`src/rtl/dm_csr_access_pkg.sv`:
```
`default_nettype none
// ============================================================================
// Module      : dm_csr_access_pkg
// Description : Shared types and constants for the debug-module abstract
//               access-register path to the core CSR port.
// Revision    : 1.0 - initial release
// ============================================================================
package dm_csr_access_pkg;

   // Abstract command error codes reported in cmderr
   localparam logic [2:0] c_CMDERR_NONE       = 3'd0;
   localparam logic [2:0] c_CMDERR_BUSY       = 3'd1;
   localparam logic [2:0] c_CMDERR_NOTSUP     = 3'd2;
   localparam logic [2:0] c_CMDERR_EXCEPTION  = 3'd3;
   localparam logic [2:0] c_CMDERR_HALTRESUME = 3'd4;

   // funct3 encodings presented on the CSR port
   localparam logic [2:0] c_F3_CSRRW = 3'b001;
   localparam logic [2:0] c_F3_CSRRS = 3'b010;

   // Abstract register numbers that map onto CSRs
   localparam logic [15:0] c_REGNO_CSR_FIRST = 16'h0000;
   localparam logic [15:0] c_REGNO_CSR_LAST  = 16'h0FFF;

   typedef enum logic [1:0] {
      S_IDLE   = 2'd0,
      S_ACCESS = 2'd1,
      S_DONE   = 2'd2
   } state_t;

   // The CSR window starts at zero, so only the upper bound needs a compare
   function automatic logic regno_is_csr(input logic [15:0] regno);
      return (regno <= c_REGNO_CSR_LAST);
   endfunction

endpackage
`default_nettype wire

```
`src/rtl/dm_csr_access_if.sv`:
```
`default_nettype none
// ============================================================================
// Module      : dm_csr_access_if
// Description : Command, status, data0 and CSR-port signals of the abstract
//               CSR access block. slave = access block, master = environment.
// Revision    : 1.0 - initial release
// ============================================================================
interface dm_csr_access_if;

   logic        cmd_valid;
   logic        cmd_ready;
   logic [15:0] cmd_regno;
   logic        cmd_write;
   logic        cmd_transfer;
   logic        cmd_postinc;

   logic [31:0] data0_in;
   logic [31:0] data0_out;
   logic        data0_we;

   logic        busy;
   logic        done;
   logic [2:0]  cmderr;
   logic [2:0]  cmderr_clr;

   logic        halted;
   logic [11:0] csr_addr;
   logic [31:0] csr_wdata;
   logic [2:0]  csr_f3;
   logic [4:0]  csr_rs;
   logic        csr_write;
   logic        csr_debug;
   logic [31:0] csr_rdata;
   logic        csr_invalid;
   logic        csr_conflict;

   logic [15:0] regno_next;
   logic        regno_we;

   modport slave (
      input  cmd_valid, cmd_regno, cmd_write, cmd_transfer, cmd_postinc,
      input  data0_in, cmderr_clr, halted, csr_rdata, csr_invalid, csr_conflict,
      output cmd_ready, data0_out, data0_we, busy, done, cmderr,
      output csr_addr, csr_wdata, csr_f3, csr_rs, csr_write, csr_debug,
      output regno_next, regno_we
   );

   modport master (
      output cmd_valid, cmd_regno, cmd_write, cmd_transfer, cmd_postinc,
      output data0_in, cmderr_clr, halted, csr_rdata, csr_invalid, csr_conflict,
      input  cmd_ready, data0_out, data0_we, busy, done, cmderr,
      input  csr_addr, csr_wdata, csr_f3, csr_rs, csr_write, csr_debug,
      input  regno_next, regno_we
   );

endinterface
`default_nettype wire

```
`src/rtl/dm_csr_access.sv`:
```
`default_nettype none
// ============================================================================
// Module      : dm_csr_access
// Description : Executes abstract access-register commands against the core
//               CSR port: error screening at accept, conflict back-off with
//               abort, read capture into data0, sticky W1C cmderr.
//               Optional macro DM_CSR_POSTINC_EN enables regno postincrement.
// Revision    : 1.0 - initial release
// ============================================================================
module dm_csr_access
   import dm_csr_access_pkg::*;
#(
   parameter int CONFLICT_LIMIT = 16
) (
   input  logic             clk,
   input  logic             rst_n,
   dm_csr_access_if.slave   bus
);

   localparam int CW = $clog2(CONFLICT_LIMIT + 1);

   state_t          r_state;
   state_t          w_state_next;
   logic [15:0]     r_regno;
   logic            r_write;
   logic            r_transfer;
   logic [31:0]     r_wdata;
   logic [CW-1:0]   r_cnt;
   logic [CW-1:0]   w_cnt_next;
   logic [2:0]      r_cmderr;
   logic [2:0]      w_err_set;
   logic [31:0]     r_data0;
   logic            r_data0_we;
   logic            w_accept;
   logic            w_csr_write;
   logic            w_rd_capture;
   logic            w_in_access;

   assign w_accept    = bus.cmd_valid && (r_state == S_IDLE);
   assign w_in_access = (r_state == S_ACCESS);

   // Next-state, conflict counting and error generation
   always_comb begin
      w_state_next = r_state;
      w_cnt_next   = r_cnt;
      w_err_set    = c_CMDERR_NONE;
      w_csr_write  = 1'b0;
      w_rd_capture = 1'b0;
      case (r_state)
         S_IDLE: begin
            if (w_accept) begin
               w_cnt_next = '0;
               if (!regno_is_csr(bus.cmd_regno)) begin
                  w_err_set = w_err_set | c_CMDERR_NOTSUP;
               end
               if (!bus.halted) begin
                  w_err_set = w_err_set | c_CMDERR_HALTRESUME;
               end
               // Any pending or new error turns the command into a no-op
               if (bus.cmd_transfer && (r_cmderr == c_CMDERR_NONE) &&
                   (w_err_set == c_CMDERR_NONE)) begin
                  w_state_next = S_ACCESS;
               end else begin
                  w_state_next = S_DONE;
               end
            end
         end
         S_ACCESS: begin
            if (bus.csr_conflict) begin
               w_cnt_next = r_cnt + CW'(1);
               if (w_cnt_next == CW'(CONFLICT_LIMIT)) begin
                  w_err_set    = c_CMDERR_BUSY;
                  w_state_next = S_DONE;
               end
            end else if (bus.csr_invalid) begin
               w_err_set    = c_CMDERR_EXCEPTION;
               w_state_next = S_DONE;
            end else begin
               w_csr_write  = r_write;
               w_rd_capture = !r_write;
               w_state_next = S_DONE;
            end
         end
         S_DONE: begin
            w_state_next = S_IDLE;
         end
         default: begin
            w_state_next = S_IDLE;
         end
      endcase
   end

   // State, command latch, counter, sticky cmderr and data0 capture
   always_ff @(posedge clk) begin
      if (!rst_n) begin
         r_state    <= S_IDLE;
         r_regno    <= '0;
         r_write    <= 1'b0;
         r_transfer <= 1'b0;
         r_wdata    <= '0;
         r_cnt      <= '0;
         r_cmderr   <= c_CMDERR_NONE;
         r_data0    <= '0;
         r_data0_we <= 1'b0;
      end else begin
         r_state    <= w_state_next;
         r_cnt      <= w_cnt_next;
         // Set is applied after clear so a coincident set survives
         r_cmderr   <= (r_cmderr & ~bus.cmderr_clr) | w_err_set;
         r_data0_we <= w_rd_capture;
         if (w_rd_capture) begin
            r_data0 <= bus.csr_rdata;
         end
         if (w_accept) begin
            r_regno    <= bus.cmd_regno;
            r_write    <= bus.cmd_write;
            r_transfer <= bus.cmd_transfer;
            r_wdata    <= bus.data0_in;
         end
      end
   end

   // Status outputs; reset forces them low immediately
   assign bus.cmd_ready = (r_state == S_IDLE);
   assign bus.busy      = rst_n && (r_state != S_IDLE);
   assign bus.done      = rst_n && (r_state == S_DONE);
   assign bus.cmderr    = r_cmderr;
   assign bus.data0_out = r_data0;
   assign bus.data0_we  = r_data0_we;

   // CSR port is only driven while an access is in flight
   assign bus.csr_addr  = w_in_access ? r_regno[11:0] : 12'h000;
   assign bus.csr_debug = w_in_access;
   assign bus.csr_f3    = !w_in_access ? 3'b000 : (r_write ? c_F3_CSRRW : c_F3_CSRRS);
   assign bus.csr_wdata = (w_in_access && r_write) ? r_wdata : 32'h0000_0000;
   assign bus.csr_rs    = 5'd0;
   assign bus.csr_write = rst_n && w_csr_write;

`ifdef DM_CSR_POSTINC_EN
   logic r_postinc;
   logic r_err;
   logic w_inc_fire;

   // Remember postinc request and whether this command hit any error
   always_ff @(posedge clk) begin
      if (!rst_n) begin
         r_postinc <= 1'b0;
         r_err     <= 1'b0;
      end else if (w_accept) begin
         r_postinc <= bus.cmd_postinc;
         r_err     <= (r_cmderr != c_CMDERR_NONE) || (w_err_set != c_CMDERR_NONE);
      end else if (w_err_set != c_CMDERR_NONE) begin
         r_err     <= 1'b1;
      end
   end

   assign w_inc_fire     = rst_n && (r_state == S_DONE) && r_postinc && r_transfer && !r_err;
   assign bus.regno_we   = w_inc_fire;
   assign bus.regno_next = w_inc_fire ? (r_regno + 16'd1) : 16'h0000;
`else
   assign bus.regno_we   = 1'b0;
   assign bus.regno_next = 16'h0000;
`endif

endmodule
`default_nettype wire

```
`src/flat_wrapper.sv`:
```
// flat-port wrapper written by rule: the top's interface ports become plain ports
module dm_csr_access_flat import dm_csr_access_pkg::*;
#(
   parameter int CONFLICT_LIMIT = 16
)
  (clk, rst_n, bus_cmd_valid, bus_cmd_regno, bus_cmd_write, bus_cmd_transfer, bus_cmd_postinc, bus_data0_in, bus_cmderr_clr, bus_halted, bus_csr_rdata, bus_csr_invalid, bus_csr_conflict, bus_cmd_ready, bus_data0_out, bus_data0_we, bus_busy, bus_done, bus_cmderr, bus_csr_addr, bus_csr_wdata, bus_csr_f3, bus_csr_rs, bus_csr_write, bus_csr_debug, bus_regno_next, bus_regno_we);
  dm_csr_access_if bus_i ();
  input  logic clk;
  input  logic rst_n;
  input wire logic [$bits(bus_i.cmd_valid)-1:0] bus_cmd_valid;
  input wire logic [$bits(bus_i.cmd_regno)-1:0] bus_cmd_regno;
  input wire logic [$bits(bus_i.cmd_write)-1:0] bus_cmd_write;
  input wire logic [$bits(bus_i.cmd_transfer)-1:0] bus_cmd_transfer;
  input wire logic [$bits(bus_i.cmd_postinc)-1:0] bus_cmd_postinc;
  input wire logic [$bits(bus_i.data0_in)-1:0] bus_data0_in;
  input wire logic [$bits(bus_i.cmderr_clr)-1:0] bus_cmderr_clr;
  input wire logic [$bits(bus_i.halted)-1:0] bus_halted;
  input wire logic [$bits(bus_i.csr_rdata)-1:0] bus_csr_rdata;
  input wire logic [$bits(bus_i.csr_invalid)-1:0] bus_csr_invalid;
  input wire logic [$bits(bus_i.csr_conflict)-1:0] bus_csr_conflict;
  output wire logic [$bits(bus_i.cmd_ready)-1:0] bus_cmd_ready;
  output wire logic [$bits(bus_i.data0_out)-1:0] bus_data0_out;
  output wire logic [$bits(bus_i.data0_we)-1:0] bus_data0_we;
  output wire logic [$bits(bus_i.busy)-1:0] bus_busy;
  output wire logic [$bits(bus_i.done)-1:0] bus_done;
  output wire logic [$bits(bus_i.cmderr)-1:0] bus_cmderr;
  output wire logic [$bits(bus_i.csr_addr)-1:0] bus_csr_addr;
  output wire logic [$bits(bus_i.csr_wdata)-1:0] bus_csr_wdata;
  output wire logic [$bits(bus_i.csr_f3)-1:0] bus_csr_f3;
  output wire logic [$bits(bus_i.csr_rs)-1:0] bus_csr_rs;
  output wire logic [$bits(bus_i.csr_write)-1:0] bus_csr_write;
  output wire logic [$bits(bus_i.csr_debug)-1:0] bus_csr_debug;
  output wire logic [$bits(bus_i.regno_next)-1:0] bus_regno_next;
  output wire logic [$bits(bus_i.regno_we)-1:0] bus_regno_we;
  assign bus_i.cmd_valid = bus_cmd_valid;
  assign bus_i.cmd_regno = bus_cmd_regno;
  assign bus_i.cmd_write = bus_cmd_write;
  assign bus_i.cmd_transfer = bus_cmd_transfer;
  assign bus_i.cmd_postinc = bus_cmd_postinc;
  assign bus_i.data0_in = bus_data0_in;
  assign bus_i.cmderr_clr = bus_cmderr_clr;
  assign bus_i.halted = bus_halted;
  assign bus_i.csr_rdata = bus_csr_rdata;
  assign bus_i.csr_invalid = bus_csr_invalid;
  assign bus_i.csr_conflict = bus_csr_conflict;
  assign bus_cmd_ready = bus_i.cmd_ready;
  assign bus_data0_out = bus_i.data0_out;
  assign bus_data0_we = bus_i.data0_we;
  assign bus_busy = bus_i.busy;
  assign bus_done = bus_i.done;
  assign bus_cmderr = bus_i.cmderr;
  assign bus_csr_addr = bus_i.csr_addr;
  assign bus_csr_wdata = bus_i.csr_wdata;
  assign bus_csr_f3 = bus_i.csr_f3;
  assign bus_csr_rs = bus_i.csr_rs;
  assign bus_csr_write = bus_i.csr_write;
  assign bus_csr_debug = bus_i.csr_debug;
  assign bus_regno_next = bus_i.regno_next;
  assign bus_regno_we = bus_i.regno_we;
  dm_csr_access #(.CONFLICT_LIMIT(CONFLICT_LIMIT)) u_core (.clk(clk), .rst_n(rst_n), .bus(bus_i));
endmodule
```
`config.mk`:
```
export PLATFORM = sky130hd
export DESIGN_NAME = dm_csr_access_flat
export DESIGN_NICKNAME = d
export VERILOG_FILES = /design/src/rtl/dm_csr_access_pkg.sv /design/src/rtl/dm_csr_access_if.sv /design/src/rtl/dm_csr_access.sv /design/src/flat_wrapper.sv
export SDC_FILE = /design/constraint.sdc
export NUM_CORES = 1
export LEC_CHECK = 0
export CORE_ASPECT_RATIO = 0.7
export CORE_MARGIN = 2
export CORE_UTILIZATION = 35
export CTS_CLUSTER_SIZE = 30
export DETAILED_ROUTE_END_ITERATION = 10
export PLACE_DENSITY = 0.73
export SETUP_SLACK_MARGIN = 0.1
export SYNTH_ARGS = -nofsm -noshare
export SYNTH_HDL_FRONTEND = slang
export SYNTH_SLANG_ARGS = --single-unit
```
`constraint.sdc`:
```
create_clock -name clk -period 1.31 [get_ports clk]
set_input_delay 0.1965 -clock clk [delete_from_list [all_inputs] [get_ports clk]]
set_output_delay 0.1965 -clock clk [all_outputs]
set_load 0.005 [all_outputs]
```
==> impl_metrics.env, run 1 <==
export IMPL_status="complete, but fails checks"
export IMPL_failed_checks="setup timing"
export IMPL_die_area_um2=11470
export IMPL_min_period_over_period_pct=126.6
export IMPL_r2r_cells=7
export IMPL_ys_ff_latch=88
export IMPL_synth_area_per_cell_um2=7.680
export IMPL_worst_slew_pin_slew_ns=0.5165
export IMPL_ios=202
export IMPL_grt_pass1_vias=3870
export IMPL_grt_max_degree=53
export IMPL_clock_sinks=88
export IMPL_postRouteAntennaNets=0
export IMPL_clock_latency_ns=0.33
export IMPL_critPathLaunchType="flop"
export IMPL_numCtsBuffers=9
export IMPL_timing_final_crit_period_ns=1.659
export IMPL_diodes=0
export IMPL_synth_edf_count=0
export IMPL_yosys_top_cells_area="dfxtp_1 47%, nand2_1 16%, a21oi_1 12%, and3_1 5.7%, buf_4 4.8%"
export IMPL_worstSetupEndpointType="output pin"
export IMPL_cts_root_buf="clkbuf_16"
export IMPL_path_max_fanout=5
export IMPL_layout_drive_gt1_share_pct=39.54
export IMPL_viasPerCell=4.919
export IMPL_design_area_um2=7141
export IMPL_rsz0062_at_grt="true"
export IMPL_slew_violations=0
export IMPL_ys_flop_type="dfxtp_1"
export IMPL_synthCells=484
export IMPL_maxCapViolations=0
export IMPL_drt_initial_drc_count=219
export IMPL_layout_common_cells="114 x nand2_1, 90 x clkdlybuf4s50_1, 77 x dfxtp_1"
export IMPL_grt_ovfl_total=0
export IMPL_finalNetCount=788
export IMPL_netlist_area_um2=3717
export IMPL_vdd_drop_max_mv=0.5743
export IMPL_gp_congestion=0.7463
export IMPL_yosysSeqAreaShare_pct=47.39
export IMPL_arrival_ns=1.46
export IMPL_power_frac_comb_pct=15.6
export IMPL_crit_required_ns=1.11
export IMPL_clockBufferDepth=2
export IMPL_power_density_nw_per_um2=872.6
export IMPL_clk_pin_slew_ns=0.06
export IMPL_leakagePower_nw=3.113
export IMPL_start_util_pct=35.89
export IMPL_p_clk_share_pct=39.2
export IMPL_vias=4083
export IMPL_p_int_w=0.004744
export IMPL_hpwlAfterDp_um=7635
export IMPL_fmax_mhz=602.9
export IMPL_setup_violations=137
export IMPL_dp_slack_ns=-0.4613
export IMPL_postSynth_asyncResetShare_pct=0
export IMPL_hold_depth=3
export IMPL_area_growth_pct=92.09
export IMPL_p_sw_share_pct=23.87
export IMPL_layout_commonest_cell="nand2_1"
export IMPL_report_power_total_w=0.006231
export IMPL_post_drt_wl_per_cell_um=16.91
export IMPL_p_seq_share_pct=45.2
export IMPL_grt_first_pass_wirelength_um=19800
export IMPL_grt_usage_pct=21.53
export IMPL_antenna_found_initial=0
export IMPL_post_route_drc_count=0
export IMPL_p_switching_w=0.001487
export IMPL_synth_distinct_cells=32
export IMPL_cts_max_level=3
export IMPL_drt_wl_total_um=14030
export IMPL_relSlewSlack_pct=65.57
export IMPL_worstSetupPathType="flop to output pin"
export IMPL_finalCoreUtilization_pct=68.95
export IMPL_cts_tree="done"
export IMPL_hp_class="input port to flop"
export IMPL_design_core_area_um2=10360
export IMPL_hold_viol_final=0
export IMPL_port_buffers=177
export IMPL_dr_pass1_iters=4
export IMPL_yosys_warnings=0
export IMPL_yosys_area_top_type="dfxtp_1"
export IMPL_synth_top_area_share_pct=47.39
export IMPL_fin_ws_ns=-0.3486
export IMPL_die_h_um=90.23
export IMPL_fp_dieW_um=127.2
export IMPL_dpl_cell_area_um2=5667
export IMPL_fin_skew_ns=0.006438
export IMPL_hold_buffers=0
export IMPL_rows=31
[per-layer routing]
| metal | track usage [%] | wire, um | share of wire, % | vias up |
|---|---|---|---|---|
| li1 | - | - | - | 1965 |
| met2 | 35.48 | 6768 | 48 | 143 |
| met1 | 29.10 | 6370 | 45 | 1962 |
| met3 | 4.524 | 750 | 5.3 | 13 |
| met4 | 4.762 | 143 | 1.0 | 0 |
| met5 | 0 | 0 | 0 | - |
[registers in the layout, summed over array words and instances (netlist names)]
name	cells
u_core.bus.data0_out	32
u_core.bus.cmderr	3
u_core.r_wdata	32
u_core.bus.data0_we	1
u_core.r_write	1
u_core.r_state	2
u_core.r_cnt	5
u_core.r_regno	12
[kinds of logic (layout without fill, tap and decap cells)]
| family | Yosys count | after routing | share of synthesized area (%) |
|---|---|---|---|
| buf+inv | 62 | 254 | 9.862 |
| compound gates | 95 | 95 | 13.30 |
| simple gates | 237 | 237 | 29.01 |
| flops | 88 | 88 | 47.39 |
| fa+ha+maj | 1 | 1 | 0.3365 |
| other cells | 1 | 23 | 0.1009 |
[critical path: stages, from the launching register on]
cell       delay [ns]
dfxtp_2          0.33
nand2b_4         0.15
inv_8            0.05
buf_12           0.14
clkbuf_16        0.15
and3_1           0.17
buf_2            0.12
[layout make-up]
class / count / area (um2)
clock buffers: 10 / 229.0
well taps: 132 / 165.2
multi-input cells: 356 / 2355
fillers: 786 / 3216
repair buffers: 236 / 2546
inverters: 4 / 22.52
clock inverters: 4 / 47.55
flip-flops and latches: 88 / 1775
[worst paths after layout]
path,from,endpoint,slack (ns)
setup / recovery,u_core.r_state[1],bus_csr_wdata[0],-0.35
hold reg to reg,u_core.r_wdata[15],u_core.r_wdata[15],0.45
setup reg to reg,u_core.r_state[1],u_core.bus.data0_out[8],-0.23
hold / removal,bus_csr_rdata[25],u_core.bus.data0_out[25],0.41
[per-stage QoR]
stage	std cells	setup TNS (ns)	hold WS (ns)
after floorplan	506	0	0.3325
after global placement	784	-36.62	0.4370
after detailed placement	784	-40.90	0.4441
after CTS	822	-26.01	0.3921
after global routing	830	-34.78	0.4082
final	830	-26.22	0.4060
[repair_timing]
item | CTS | global route
endpoints found under the setup margin | 173 | 138
resized for setup | 326 | 149
cloned | 9 | 5
endpoints found under the hold margin | 0 | 0
buffers inserted | 15 | 7
pin swaps | 16 | 85
[synth_stat cells (all sizes together), types with 2 or more instances]
library cell,n
inv,3
nand2,158
a21oi,86
dfxtp,88
nor4,3
buf,40
and3,34
o21ai,4
clkbuf,18
nand2b,2
nor2,14
nand3b,4
and2,13
nor3b,2
nand3,3
[power by group through the flow]
| stage | registers [W] | logic (W) | clock network [W] |
|---|---|---|---|
| floorplan | 0.00285 | 0.000293 | 0 |
| global placement | 0.00286 | 0.000621 | 0 |
| detailed placement | 0.00286 | 0.000631 | 0 |
| CTS | 0.00281 | 0.000782 | 0.00249 |
| global route | 0.00282 | 0.00103 | 0.00260 |
| finish | 0.00282 | 0.000974 | 0.00244 |
Power figures use the tool's default switching activity.
==> run 2, diff against run 1 <==
--- a/config.mk
+++ b/config.mk
@@ -10,8 +10,11 @@
 export CORE_UTILIZATION = 35
 export CTS_CLUSTER_SIZE = 30
 export DETAILED_ROUTE_END_ITERATION = 10
+export GPL_TIMING_DRIVEN = 0
 export PLACE_DENSITY = 0.73
+export RECOVER_POWER = 50
 export SETUP_SLACK_MARGIN = 0.1
+export SLEW_MARGIN = 20
 export SYNTH_ARGS = -nofsm -noshare
 export SYNTH_HDL_FRONTEND = slang
 export SYNTH_SLANG_ARGS = --single-unit
==> run 2 against run 1 <==
Hold slack worse by 0.12 ns. Via count decreased by 0.66%. Clock power is 2% higher. Fmax decreased by 3.1%. Utilization decreased by 4.7 points. Power decreased by 3.7%. Non-clock buffer count rose by 26. Routed wire length is 14% lower. Highest routed layer unchanged. The run still ends with setup timing left. First-iteration DRC count down 37%. Sequential power about the same. Largest cell class unchanged. Final area is 6.8% lower. Critical endpoint is now bus_csr_wdata[8]. Clock skew barely moved.
==> impl_metrics.env, run 2 (synthesis gave the netlist of run 1 again) <==
export IMPL_vdd_drop_max_mv=0.5488
export IMPL_relSlewSlack_pct=58.60
export IMPL_grt_pass1_vias=3828
export IMPL_port_buffers=177
export IMPL_cpMostUsedCell="buf_8"
export IMPL_leakagePower_nw=2.934
export IMPL_register_area_um2=1780
export IMPL_rsz0062_at_grt="true"
export IMPL_design_area_um2=6654
export IMPL_viasPerCell=4.733
export IMPL_failed_checks="setup timing"
export IMPL_slew_violations=0
export IMPL_diodes=0
export IMPL_status="complete, but fails checks"
export IMPL_post_route_drc_count=0
export IMPL_worstSetupPathType="flop to output pin"
export IMPL_arrival_ns=1.51
export IMPL_numCtsBuffers=9
export IMPL_power_density_nw_per_um2=902.0
export IMPL_cts_tree="done"
export IMPL_layout_commonest_cell="nand2_1"
export IMPL_clock_latency_ns=0.33
export IMPL_cts_max_level=3
export IMPL_multi_input_area_um2=1948
export IMPL_min_period_over_period_pct=130.6
export IMPL_die_area_um2=11470
export IMPL_maxCapViolations=0
export IMPL_hold_viol_final=0
export IMPL_start_util_pct=35.89
export IMPL_grt_max_degree=14
export IMPL_antenna_found_initial=0
export IMPL_cts_root_buf="clkbuf_16"
export IMPL_worstSetupEndpointType="output pin"
export IMPL_fillerInstances=891
export IMPL_rows=31
export IMPL_dr_pass1_iters=5
export IMPL_fin_skew_ns=0.005965
export IMPL_critPathLaunchType="flop"
export IMPL_gp_congestion=0.8033
export IMPL_grt_first_pass_wirelength_um=18780
export IMPL_area_growth_pct=79.00
export IMPL_cp_cell_sequence="nand2b_4, inv_6, buf_8, buf_8, buf_6, and3_1, buf_2"
export IMPL_drt_initial_drc_count=138
export IMPL_post_drt_wl_per_cell_um=14.05
export IMPL_crit_required_ns=1.11
export IMPL_layout_drive_gt1_share_pct=30.48
export IMPL_worst_slew_pin_slew_ns=0.6211
export IMPL_clk_pin_slew_ns=0.06
export IMPL_hold_buffers=0
export IMPL_critPathMaxStageDelay_ns=0.34
export IMPL_vias=4056
export IMPL_timing_final_crit_period_ns=1.711
export IMPL_fp_dieW_um=127.2
export IMPL_finalNetCount=814
export IMPL_clockBufferDepth=2
export IMPL_hp_class="input port to flop"
export IMPL_grt_usage_pct=20.42
export IMPL_setup_violations=127
export IMPL_grt_ovfl_total=0
export IMPL_design_core_area_um2=10360
export IMPL_fin_ws_ns=-0.4014
export IMPL_die_h_um=90.23
export IMPL_hold_slack_ns=0.2879
export IMPL_layout_common_cells="147 x nand2_1, 89 x clkdlybuf4s50_1, 81 x dfxtp_1"
export IMPL_dpl_cell_area_um2=5783
export IMPL_drt_wl_total_um=12040
export IMPL_path_max_fanout=5
export IMPL_ios=202
export IMPL_clock_sinks=88
export IMPL_hpwlAfterDp_um=8517
export IMPL_postRouteAntennaNets=0
export IMPL_critPathSlowestCell="dfxtp_4"
export IMPL_fmax_mhz=584.3
==> run 2: critical path, delay by kind of cell (launching register included) <==
family | cells | cell delay [ns]
buffers and inverters | 5 | 0.53
AND/OR/NAND/NOR | 2 | 0.30
flip-flops | 1 | 0.34
==> run 2: worst paths after layout <==
check,endpoint,slack (ns),cells past startpoint,start
setup / recovery,bus_csr_wdata[8],-0.40,7,u_core.r_state[1]
hold / removal,u_core.r_cnt[4],0.29,3,rst_n
setup reg to reg,u_core.r_wdata[10],-0.26,6,u_core.r_state[1]
hold reg to reg,u_core.bus.data0_out[13],0.46,2,u_core.bus.data0_out[13]
==> run 2: where the power goes <==
| group | internal [W] | switching, W | leakage (nW) |
|---|---|---|---|
| Sequential | 0.00276 | 0.0000436 | 0.721 |
| Combinational | 0.000406 | 0.000298 | 2.07 |
| Clock | 0.00151 | 0.000987 | 0.145 |
==> run 2: repair_timing <==
action,in CTS,in global routing
endpoints found under the setup margin,174,138
setup buffers,14,7
gates resized for setup,327,74
gates cloned,6,0
pin swaps,21,18
==> run 2: layout make-up <==
type	count	area share [%]
clock inverter	4	0.6769
multi-input combinational	356	29.28
timing repair buffer	204	30.27
tap	132	2.482
sequential	88	26.76
buffer	58	6.563
clock buffer	11	3.648
inverter	4	0.3197
==> run 2: layer usage <==
| layer | vias to the layer above | GRT usage (%) | part of all wire (%) |
|---|---|---|---|
| met5 | - | 0 | 0 |
| li1 | 2012 | - | - |
| met2 | 141 | 34.41 | 47 |
| met1 | 1887 | 25.97 | 45 |
| met4 | 0 | 6.136 | 1.5 |
| met3 | 16 | 4.881 | 6.2 |
==> run 2: stage by stage <==
stage	TNS [ns]	setup WS (ns)	std cells	utilization, %	total power, W
after floorplan	0	0.1182	506	-	0.003145
after global placement	-69.36	-1.082	815	55.84	0.003507
after detailed placement	-71.98	-1.070	815	55.84	0.003522
after CTS	-31.07	-0.4524	850	61.98	0.006049
after global routing	-38.73	-0.4523	857	64.25	0.006247
final	-30.31	-0.4014	857	64.25	0.006002
==> run 3, diff against run 2 <==
==> constraint.sdc (replaced) <==
create_clock -name clk -period 1.31 [get_ports clk]
set_input_delay 0.262 -clock clk [delete_from_list [all_inputs] [get_ports clk]]
set_output_delay 0.262 -clock clk [all_outputs]
set_load 0.005 [all_outputs]
==> run 3 against run 2 <==
The flow still finishes with violations (setup timing). Register-to-register slack improved by 0.12 ns. Highest routed layer unchanged. Sequential power about the same. Routed wire length up 9.1%. Combinational power rose by 16%. Fmax down 4.7%. Via count grew 1.8%. Largest cell class unchanged. Final area up 5.3%. Sequential share of layout area is 1.3 points lower. Utilization up 3.4 points. Critical path depth unchanged.
==> impl_metrics.env, run 3 (synthesis gave the netlist of run 1 again) <==
export IMPL_status="complete, but fails checks"
export IMPL_failed_checks="setup timing"
export IMPL_worst_slew_pin_slew_ns=0.5992
export IMPL_hold_viol_final=0
export IMPL_r2r_start="u_core.r_state[1]"
export IMPL_grt_pass1_vias=3892
export IMPL_diodes=0
export IMPL_antenna_found_initial=0
export IMPL_path_max_fanout=5
export IMPL_layout_common_cells="156 x nand2_1, 86 x clkdlybuf4s50_1, 78 x dfxtp_1"
export IMPL_min_period_over_period_pct=137.1
export IMPL_drt_initial_drc_count=177
export IMPL_clockBufferDepth=2
export IMPL_finalNetCount=823
export IMPL_relSlewSlack_pct=60.06
export IMPL_r2r_cells=8
export IMPL_ios=202
export IMPL_fmax_mhz=557.0
export IMPL_area_growth_pct=88.42
export IMPL_fin_skew_ns=0.005328
export IMPL_crit_start="u_core.r_state[1]"
export IMPL_critPathSlowestCell="dfxtp_4"
export IMPL_rrSetupSlack_ns=-0.14
export IMPL_postRouteAntennaNets=0
export IMPL_setup_violations=130
export IMPL_post_drt_wl_per_cell_um=15.15
export IMPL_vias=4127
export IMPL_crit_required_ns=1.05
export IMPL_grt_ovfl_total=0
export IMPL_critPathMaxStageDelay_ns=0.34
export IMPL_cts_tree="done"
export IMPL_cp_cell_sequence="nand2b_4, inv_4, clkbuf_16, clkbuf_16, buf_8, and3_4, buf_6"
export IMPL_power_density_nw_per_um2=888.6
export IMPL_clock_sinks=88
export IMPL_port_buffers=177
export IMPL_leakagePower_nw=3.003
export IMPL_fin_cells=867
export IMPL_min_to="u_core.r_state[0]"
export IMPL_die_h_um=90.23
export IMPL_worstSetupPathType="flop to output pin"
export IMPL_fin_setup_tns_ns=-24.75
export IMPL_layout_drive_gt1_share_pct=32.79
export IMPL_grt_first_pass_wirelength_um=19440
export IMPL_arrival_ns=1.53
export IMPL_dp_cells=815
export IMPL_grt_max_degree=16
export IMPL_design_core_area_um2=10360
export IMPL_layout_commonest_cell="nand2_1"
export IMPL_die_area_um2=11470
export IMPL_hold_slack_ns=0.3269
export IMPL_dr_pass1_iters=4
export IMPL_fp_dieW_um=127.2
export IMPL_timing_final_crit_period_ns=1.795
export IMPL_dp_slack_ns=-1.168
export IMPL_finalCoreUtilization_pct=67.63
export IMPL_rows=31
export IMPL_hp_class="input port to flop"
export IMPL_hold_buffers=0
export IMPL_hold_start="bus_cmd_regno[12]"
export IMPL_maxCapViolations=0
export IMPL_hpwlAfterDp_um=8743
export IMPL_rsz0062_at_grt="true"
export IMPL_vdd_drop_max_mv=0.6337
export IMPL_cts_root_buf="clkbuf_16"
export IMPL_slew_violations=0
export IMPL_hold_depth=4
export IMPL_cpMostUsedCell="clkbuf_16"
export IMPL_fin_ws_ns=-0.4854
export IMPL_viasPerCell=4.760
export IMPL_clock_latency_ns=0.33
export IMPL_critPathLaunchType="flop"
export IMPL_worstSetupEndpointType="output pin"
export IMPL_clk_pin_slew_ns=0.06
export IMPL_drt_wl_total_um=13140
export IMPL_cts_max_level=3
export IMPL_post_route_drc_count=0
export IMPL_rr_endpoint="u_core.bus.cmderr[1]"
export IMPL_start_util_pct=35.89
export IMPL_numCtsBuffers=9
export IMPL_gp_congestion=0.8144
export IMPL_grt_usage_pct=21.02
==> run 3: cell count changes in the layout (fill, tap and decap cells not counted), sizes merged, moves of 2 or more <==
cell	before	now
buf	119	127
dlymetal6s2s	0	3
dlygate4sd2	36	25
clkbuf	26	28
clkdlybuf4s15	3	12
clkinvlp	0	2
clkdlybuf4s50	89	86
==> run 3: cell type report <==
type / instances / area [um2]
well taps: 132 / 165.2
plain buffers: 58 / 553.0
clock inverters: 6 / 67.56
clock buffers: 10 / 239.0
fillers: 868 / 3352
flip-flops and latches: 88 / 1784
multi-input cells: 356 / 2038
repair buffers: 213 / 2138
inverters: 4 / 18.77
==> run 3: worst max-delay path: cells and delay by family (launching register included) <==
kind | cells | cell delay (ns)
DFF | 1 | 0.34
and+or+nand+nor | 2 | 0.33
buffers and inverters | 5 | 0.53
==> run 3: power breakdown <==
group / internal, W / switching, W / total [W]
Sequential: 0.00276 / 0.0000487 / 0.00281
Clock: 0.00154 / 0.00107 / 0.00260
Combinational: 0.000476 / 0.000339 / 0.000815
Total: 0.00477 / 0.00145 / 0.00622
==> run 3: worst max path at each step <==
stage	end	slack [ns]
floorplan	bus_csr_wdata[10]	0.06
global placement	bus_done	-1.19
finish	bus_csr_wdata[16]	-0.49
CTS	bus_csr_wdata[16]	-0.48
global route	bus_csr_wdata[29]	-0.53
detailed placement	bus_done	-1.17
==> run 3: through the flow <==
step	area [um2]	power [W]
global placement	5928	0.003519
CTS	6658	0.006161
detailed placement	5928	0.003535
finish	7004	0.006224
global route	7004	0.006468
floorplan	3991	0.003153
==> run 3: layer usage <==
metal	up-vias	track usage [%]	wire length (um)
met3	17	5.476	839
met5	-	0	0
met1	1931	28.49	5830
li1	2037	-	-
met2	142	33.33	6278
met4	0	5.495	187
==> run 3: what timing repair did <==
item,4_1_cts,5_1_grt
gates resized for setup,352,87
buffers inserted,20,10
gates cloned,5,3
pin swaps,5,9
hold endpoints to repair,0,0
setup endpoints to repair,174,150
